==> config.mk <==
export PLATFORM = sky130hd
export DESIGN_NAME = lc3_regfile_pipe
export DESIGN_NICKNAME = d
export VERILOG_FILES = /design/src/rtl/lc3_regfile_pipe.sv
export SDC_FILE = /design/constraint.sdc
export NUM_CORES = 1
export LEC_CHECK = 0
export ABC_AREA = 1
export CAP_MARGIN = 20
export CELL_PAD_IN_SITES_DETAIL_PLACEMENT = 1
export CELL_PAD_IN_SITES_GLOBAL_PLACEMENT = 1
export CORE_MARGIN = 2
export CORE_UTILIZATION = 41
export DETAILED_ROUTE_END_ITERATION = 8
export GPL_ROUTABILITY_DRIVEN = 1
export GPL_TIMING_DRIVEN = 0
export PLACE_DENSITY_LB_ADDON = 0.1
export SETUP_SLACK_MARGIN = 0.3
export SYNTH_ARGS = -nofsm -noshare
export SYNTH_HDL_FRONTEND = slang
export SYNTH_SLANG_ARGS = --single-unit
==> constraint.sdc <==
create_clock -name clk -period 4.87 [get_ports clk]
set_input_delay 0.487 -clock clk [delete_from_list [all_inputs] [get_ports clk]]
set_output_delay 0.487 -clock clk [all_outputs]
set_load 0.05 [all_outputs]
==> src/rtl/lc3_regfile_pipe.sv <==
// LC-3 style register file with write-through bypass, a busy-bit scoreboard,
// condition codes and a multiplexed display port (manual or auto-scan).
module lc3_regfile_pipe #(
    parameter int DW       = 16,
    parameter int AW       = 3,
    parameter int NREG     = 8,
    parameter int SCAN_DIV = 4
) (
    input  logic          clk,
    input  logic          rst,
    input  logic          we,
    input  logic [AW-1:0] wa,
    input  logic [DW-1:0] wd,
    input  logic          cc_we,
    input  logic          rsv,
    input  logic [AW-1:0] rsv_a,
    input  logic [AW-1:0] ra1,
    input  logic [AW-1:0] ra2,
    output logic [DW-1:0] rd1,
    output logic [DW-1:0] rd2,
    output logic          busy1,
    output logic          busy2,
    output logic [2:0]    nzp,
    input  logic [3:0]    dis_sw,
    output logic [AW-1:0] dis_idx,
    output logic [DW-1:0] dis_reg
);

    localparam int PW = (SCAN_DIV > 1) ? $clog2(SCAN_DIV) : 1;

    logic [DW-1:0]   regs [NREG];
    logic [NREG-1:0] busy;
    logic [AW-1:0]   scan_idx;
    logic [PW-1:0]   prescale;
    logic            wr_en;
    logic            byp1;
    logic            byp2;
    logic            auto_mode;

    // Writes are ignored while reset is held, including the read bypass.
    assign wr_en     = we & ~rst;
    assign auto_mode = dis_sw[3];

    function automatic logic [2:0] cc_of(input logic [DW-1:0] v);
        if (v[DW-1])      return 3'b100;
        else if (v == '0) return 3'b010;
        else              return 3'b001;
    endfunction

    // NOTE: the array is reset explicitly because reset must clear every architectural register.
    always_ff @(posedge clk or posedge rst) begin
        if (rst) begin
            for (int i = 0; i < NREG; i++) regs[i] <= '0;
            nzp <= 3'b010;
        end else if (we) begin
            // NOTE: non-blocking assignments keep every state update tied to the same edge.
            regs[wa] <= wd;
            if (cc_we) nzp <= cc_of(wd);
        end
    end

    // A reservation on the same edge as the write to that register keeps it busy.
    always_ff @(posedge clk or posedge rst) begin
        if (rst) begin
            busy <= '0;
        end else begin
            for (int i = 0; i < NREG; i++) begin
                if (rsv && rsv_a == AW'(i))    busy[i] <= 1'b1;
                else if (we && wa == AW'(i))   busy[i] <= 1'b0;
            end
        end
    end

    // Prescaler and scan index freeze in manual mode and resume from there.
    always_ff @(posedge clk or posedge rst) begin
        if (rst) begin
            scan_idx <= '0;
            prescale <= '0;
        end else if (auto_mode) begin
            if (prescale == PW'(SCAN_DIV - 1)) begin
                prescale <= '0;
                scan_idx <= (scan_idx == AW'(NREG - 1)) ? '0 : scan_idx + 1'b1;
            end else begin
                prescale <= prescale + 1'b1;
            end
        end
    end

    // NOTE: every combinational output gets a default first so no latch is inferred.
    always_comb begin
        byp1    = 1'b0;
        byp2    = 1'b0;
        rd1     = regs[ra1];
        rd2     = regs[ra2];
        busy1   = busy[ra1];
        busy2   = busy[ra2];
        dis_idx = dis_sw[AW-1:0];
        if (wr_en && wa == ra1) byp1 = 1'b1;
        if (wr_en && wa == ra2) byp2 = 1'b1;
        if (byp1) begin
            rd1   = wd;
            busy1 = 1'b0;
        end
        if (byp2) begin
            rd2   = wd;
            busy2 = 1'b0;
        end
        if (auto_mode) dis_idx = scan_idx;
    end

    // The display shows committed state only, never the in-flight write.
    assign dis_reg = regs[dis_idx];

endmodule

# After elaboration in Yosys (flattened, before gate mapping)
# Cells that the tools add are included.
dict set report totals {
  ff_bits 144
  wordCells 127
}
dict set report op_classes {
  muxes 43
  add_sub_neg 2
  n_lt_le_gt_ge 7
  n_eq_ne 18
  reduce_logical 32
  bitwise 6
}
# operator count
set ops {}
lappend ops {{binary-select mux 16 bit (select 3 bit)} 3}
lappend ops {{two-way mux 16 bit} 9}
lappend ops {{bitwise mux 128 bit} 1}
lappend ops {{demux 16 bit (select 3 bit)} 1}
lappend ops {{equality test 3 bit, second input constant} 9}
lappend ops {{two-way mux 1 bit} 22}
lappend ops {{logical AND 1 bit} 19}
lappend ops {{greater-or-equal comparator 4 bit, second input constant} 4}
lappend ops {{logical NOT 16 bit} 1}
lappend ops {{inverter 3 -> 4 bit} 4}
lappend ops {{nonzero test 2 bit} 8}
lappend ops {{equality test 3 x 2 -> 1 bit, second input constant} 4}
lappend ops {{two-way mux 3 bit} 3}
lappend ops {{< comparator 3 x 4 -> 1 bit, second input constant} 2}
lappend ops {{binary-select mux 1 bit (select 3 bit)} 2}
lappend ops {{equality test 3 x 1 -> 1 bit, second input constant} 2}
lappend ops {{equality test 3 bit} 2}
lappend ops {{logical NOT 3 bit} 2}
lappend ops {{< comparator 4 x 1 -> 1 bit, second input constant} 1}
lappend ops {{two-way mux 2 bit} 2}
lappend ops {{AND reduction 2 bit} 2}
lappend ops {{adder 3 x 1 -> 3 bit, second input constant} 1}
lappend ops {{adder 2 x 1 -> 2 bit, second input constant} 1}
lappend ops {{equality test 2 bit, second input constant} 1}
lappend ops {{2 further kinds} 2}

# Logic depth before layout (Yosys ltp)
dict set report logic_depth {
  depth_word 6
  mapped_depth 11
  ltp_nobuf 8
}

# Least setup slack after synthesis
# Ideal clock, no wire load.
dict set report synth_timing {
  kind {input-to-output}
  startpoint {in ra2[0]}
  endpoint {out busy2}
  setup_slack_ns 2.499
  t_arrival_ns 1.884
  n_path_buf 3
  cell_stages 9
  t_required_ns 4.383
  path_cell_list {buf_2 > inv_2 > buf_4 > buf_2 > nand2_1 > nand3_1 > nand3_1 > nand2_1 > nor2_1}
}
dict set report synth_via {
  elab_chain_cells 4
}
# element line_no
set synth_rtl {}
lappend synth_rtl {{start, declared} 18} ;# input logic [AW-1:0] ra2,
lappend synth_rtl {{parallel branches: the longest is 3 deep, another holds binary-select mux 1 bit (select 3 bit)} --}
lappend synth_rtl {{two-way mux 1 bit (*)} 104} ;# if (byp2) begin
lappend synth_rtl {{end, declared} 22} ;# output logic busy2,
# Every way passes the cells marked *. The select of a mux whose other input is x is not followed.

# Final worst setup path
dict set report layout_timing {
  startpoint {in we}
  endpoint {out rd2[6]}
}
dict set report layout_via {
  elab_chain_cells 4
}
# element line_no
set layout_rtl {}
lappend layout_rtl {{start, declared} 11} ;# input logic we,
lappend layout_rtl {{bitwise AND 1 bit} 41} ;# assign wr_en = we & ~rst;
lappend layout_rtl {{logical AND 1 bit} 99} ;# if (wr_en && wa == ra2) byp2 = 1'b1;
lappend layout_rtl {{two-way mux 1 bit} 99}
lappend layout_rtl {{two-way mux 16 bit} 104}
lappend layout_rtl {{end, declared} 20} ;# output logic [DW-1:0] rd2,
# Every way passes these cells.

==> flow_summary.yaml <==
clock_network:
  cts_root_buffer: "clkbuf_16"
  h-tree-depth: 4
  tritoncts: "done"
  clkTransAtPathRegs_ns: 0.07
  post_cts_buffers: 0
  numCtsBuffers: 17
  holdBufCountCts: 0
  cts_resized: 0
  clock_path_buffers: 2
  cts_sinks: 144
  clock_latency_ns: 0.44
global_route:
  antenna_found_initial: 3
  grt_use_total_pct: 39.0
  grt_max_degree: 76
  grt_first_pass_wirelength_um: 75400
  grt_overflow_total: 0
  grt_pass1_vias: 12277
worst_setup_path:
  reg2reg_from: "scan_idx[0]$_DFFE_PP0P_"
  cp.required_ns: 4.38
  critPathLaunchType: "input pin"
  worstPathMaxFanout: 10
  crit_type: "input pin to output port"
  rr_endpoint: "scan_idx[2]$_DFFE_PP0P_"
  worstPathArrival_ns: 3.05
  crit_path_start: "we"
  ff2ff_path_depth: 3
  endpoint_kind: "output port"
  r2r_setup_slack_ns: 3.59
sta:
  fin_setup_tns_ns: 0
  slew_violations: 0
  maxSlewHeadroom_pct: 43.1
  worst_pin_slew_ns: 0.853
  finClkSkew_ns: 0.000709
  min_period_over_period_pct: 72.6
  rsz0062_at_grt: "no"
  setup_viol: 0
  fmax_mhz: 283
  hold_violations: 0
  fin_crit_ns: 3.53
detailed_routing:
  drc: 0
  wl_per_cell_um: 24.6
  avgViaCountPerCell: 5.95
  drt-initial-drc-count: 1586
  dr_total_vias: 12264
  antenna_left: 0
  wl_um: 50600
  dr.pass1.iters: 8
floorplanning:
  dieArea_mm2: 0.0260
  ios: 93
  initial_utilization_pct: 41.7
  die_h_um: 161
  die_w_um: 161
  rows: 57
  placeableCoreArea_mm2: 0.0242
synth:
  yosys_warnings: 0
  ys_seq_elements: 144
  synthCells: 1618
  ys_types: 34
  synth_area_per_cell_um2: 6.25
  syn_area_mm2: 0.0101
  syn_nets: 1658
  yosysSeqAreaShare_pct: 35.6
hold_path:
  whs_path_depth: 2
  hold_path.class: "input pin to flip-flop"
  min_from: "dis_sw[3]"
  whs_endpoint: "prescale[0]$_DFFE_PP0P_"
finish:
  fill_cells: 3346
  seqCellArea_mm2: 0.00360
  fin_nets: 1763
  final_core_util_pct: 49.3
  final_area_mm2: 0.0120
  diodes: 0
  fin_cells: 2060
  area_growth_pct: 18.2
  drive_above_1_share_pct: 7.66
  multi_input_area_mm2: 0.00528
power_and_ir_drop:
  leakagePower_nw: 6.27
  power.switching_mw: 2.49
  worst_ir_drop_vdd_mv: 0.264
  internal-power_mw: 2.82
  seq_power_share_pct: 29.7
  combinationalPowerShare_pct: 45.4
  switching_share_pct: 46.9
  clkPwrFrac_pct: 24.9
  powerDensity_mw_per_mm2: 443
placed_design:
  post-place-cells: 2028
  routabilityCongestion: 0.965
  dp_hpwl_um: 37500
  io_buffer_count: 85
  dpl_cell_area_mm2: 0.0114
job:
  max_cap_viol_count: 0
status:
  status: "finished clean"
-- synthesized netlist by cell type (all sizes together) --
cell type,count,share of area [%]
o211ai,2,0.15
o22ai,1,0.062
nor3,1,0.16
nand4,4,0.25
dfstp,1,0.26
clkbuf,27,1.0
nand2,636,24
o31ai,4,0.30
dfrtp,143,35
inv,170,6.5
nor2,23,0.95
or2,1,0.062
ha,3,0.37
mux2,1,0.11
clkinv,1,0.049
a32o,3,0.30
buf,81,4.6
a21oi,6,0.33
nand3,373,18
o21ai,137,6.9
-- per-stage QoR --
stage                     worst slack [ns]  power [mW]  hold slack (ns)
after floorplan                      0.518        3.09            0.440
final                                 1.34        5.31            0.292
after global routing                  1.29        5.53            0.303
after CTS                             1.37        5.24            0.291
after detailed placement              1.37        3.92            0.460
after global placement               -1.75        3.84            0.454
-- cell usage in the layout, fill, tap and decap left out, types with 2 or more instances in the layout --
cell type / Yosys / routed
buf_1: 11 / 11
a32o_1: 3 / 3
inv_4: 5 / 5
o21ai_1: 3 / 3
inv_1: 158 / 157
nor2_1: 19 / 19
nand2_1: 630 / 630
o21ai_0: 133 / 133
clkdlybuf4s50_1: 0 / 85
o31ai_1: 4 / 4
buf_6: 5 / 5
clkbuf_1: 26 / 26
buf_4: 14 / 14
nand3_1: 373 / 373
dfrtp_1: 143 / 143
inv_6: 1 / 9
a21oi_1: 5 / 5
buf_2: 50 / 50
nand4_1: 4 / 4
nand2_4: 2 / 2
nor2_2: 4 / 4
clkinv_2: 1 / 2
inv_2: 6 / 6
clkinv_4: 0 / 2
nand2_2: 4 / 4
clkbuf_16: 0 / 17
o211ai_1: 2 / 2
clkinvlp_4: 0 / 3
ha_1: 3 / 3
-- sequential cells by signal (all words and copies together) (netlist names) --
signal    flops
scan_idx      3
nzp           3
regs        128
prescale      2
busy          8
-- cell type report --
class | instances | share of cell area [%]
Timing Repair Buffer | 86 | 7.34
Inverter | 171 | 5.56
Tap cell | 324 | 3.39
Multi-Input combinational cell | 1195 | 44.2
Buffer | 108 | 4.77
Sequential cell | 144 | 30.1
Clock buffer | 18 | 3.67
Clock inverter | 14 | 0.983
-- worst max-delay path, cell delays in order --
cell and delay, ns:
clkdlybuf4s50_1 0.58, inv_1 0.10, nor2_1 0.17, nand2_1 0.10
nor2_2 0.13, nand2_4 0.13, inv_4 0.15, buf_6 0.20
nand2_1 0.07, nand2_1 0.09, clkdlybuf4s50_1 0.81
-- layer usage --
metal	track usage, %	vias to the layer above	share of wire (%)
li1	-	5385	-
met1	52.2	5973	41
met2	60.4	726	45
met3	8.58	180	10
met4	18.1	0	4.8
met5	0	-	0
-- how the worst max path moves through the flow --
stage / endpoint / slack (ns) / depth (start not counted)
after global routing: rd1[11] / 1.29 / 11
after CTS: rd1[11] / 1.37 / 11
after detailed placement: rd1[11] / 1.37 / 11
after global placement: regs[66]$_DFFE_PP0P_ / -1.75 / 2
final: rd2[6] / 1.34 / 11
after floorplan: busy[0]$_DFFE_PP0P_ / 0.52 / 1
-- logic make-up (layout without fill, tap and decap cells) --
| group | Yosys count | count (layout) | synth area share (%) |
|---|---|---|---|
| AO/OA/AOI/OAI | 153 | 153 | 8.02 |
| adder cells (fa/ha/maj) | 3 | 3 | 0.371 |
| buffers and inverters | 279 | 397 | 12.2 |
| flip-flops | 144 | 144 | 35.6 |
| multiplexers | 1 | 1 | 0.111 |
| AND/OR/NAND/NOR | 1038 | 1038 | 43.7 |
-- power groups by stage --
stage          clock (mW)  sequential, mW  combinational [mW]
2_1_floorplan           0            1.56                1.53
3_3_place_gp            0            1.58                2.27
3_5_place_dp            0            1.59                2.33
4_1_cts              1.32            1.57                2.35
5_1_grt              1.36            1.60                2.56
6_report             1.32            1.58                2.41
Power figures use the tool's default switching activity.
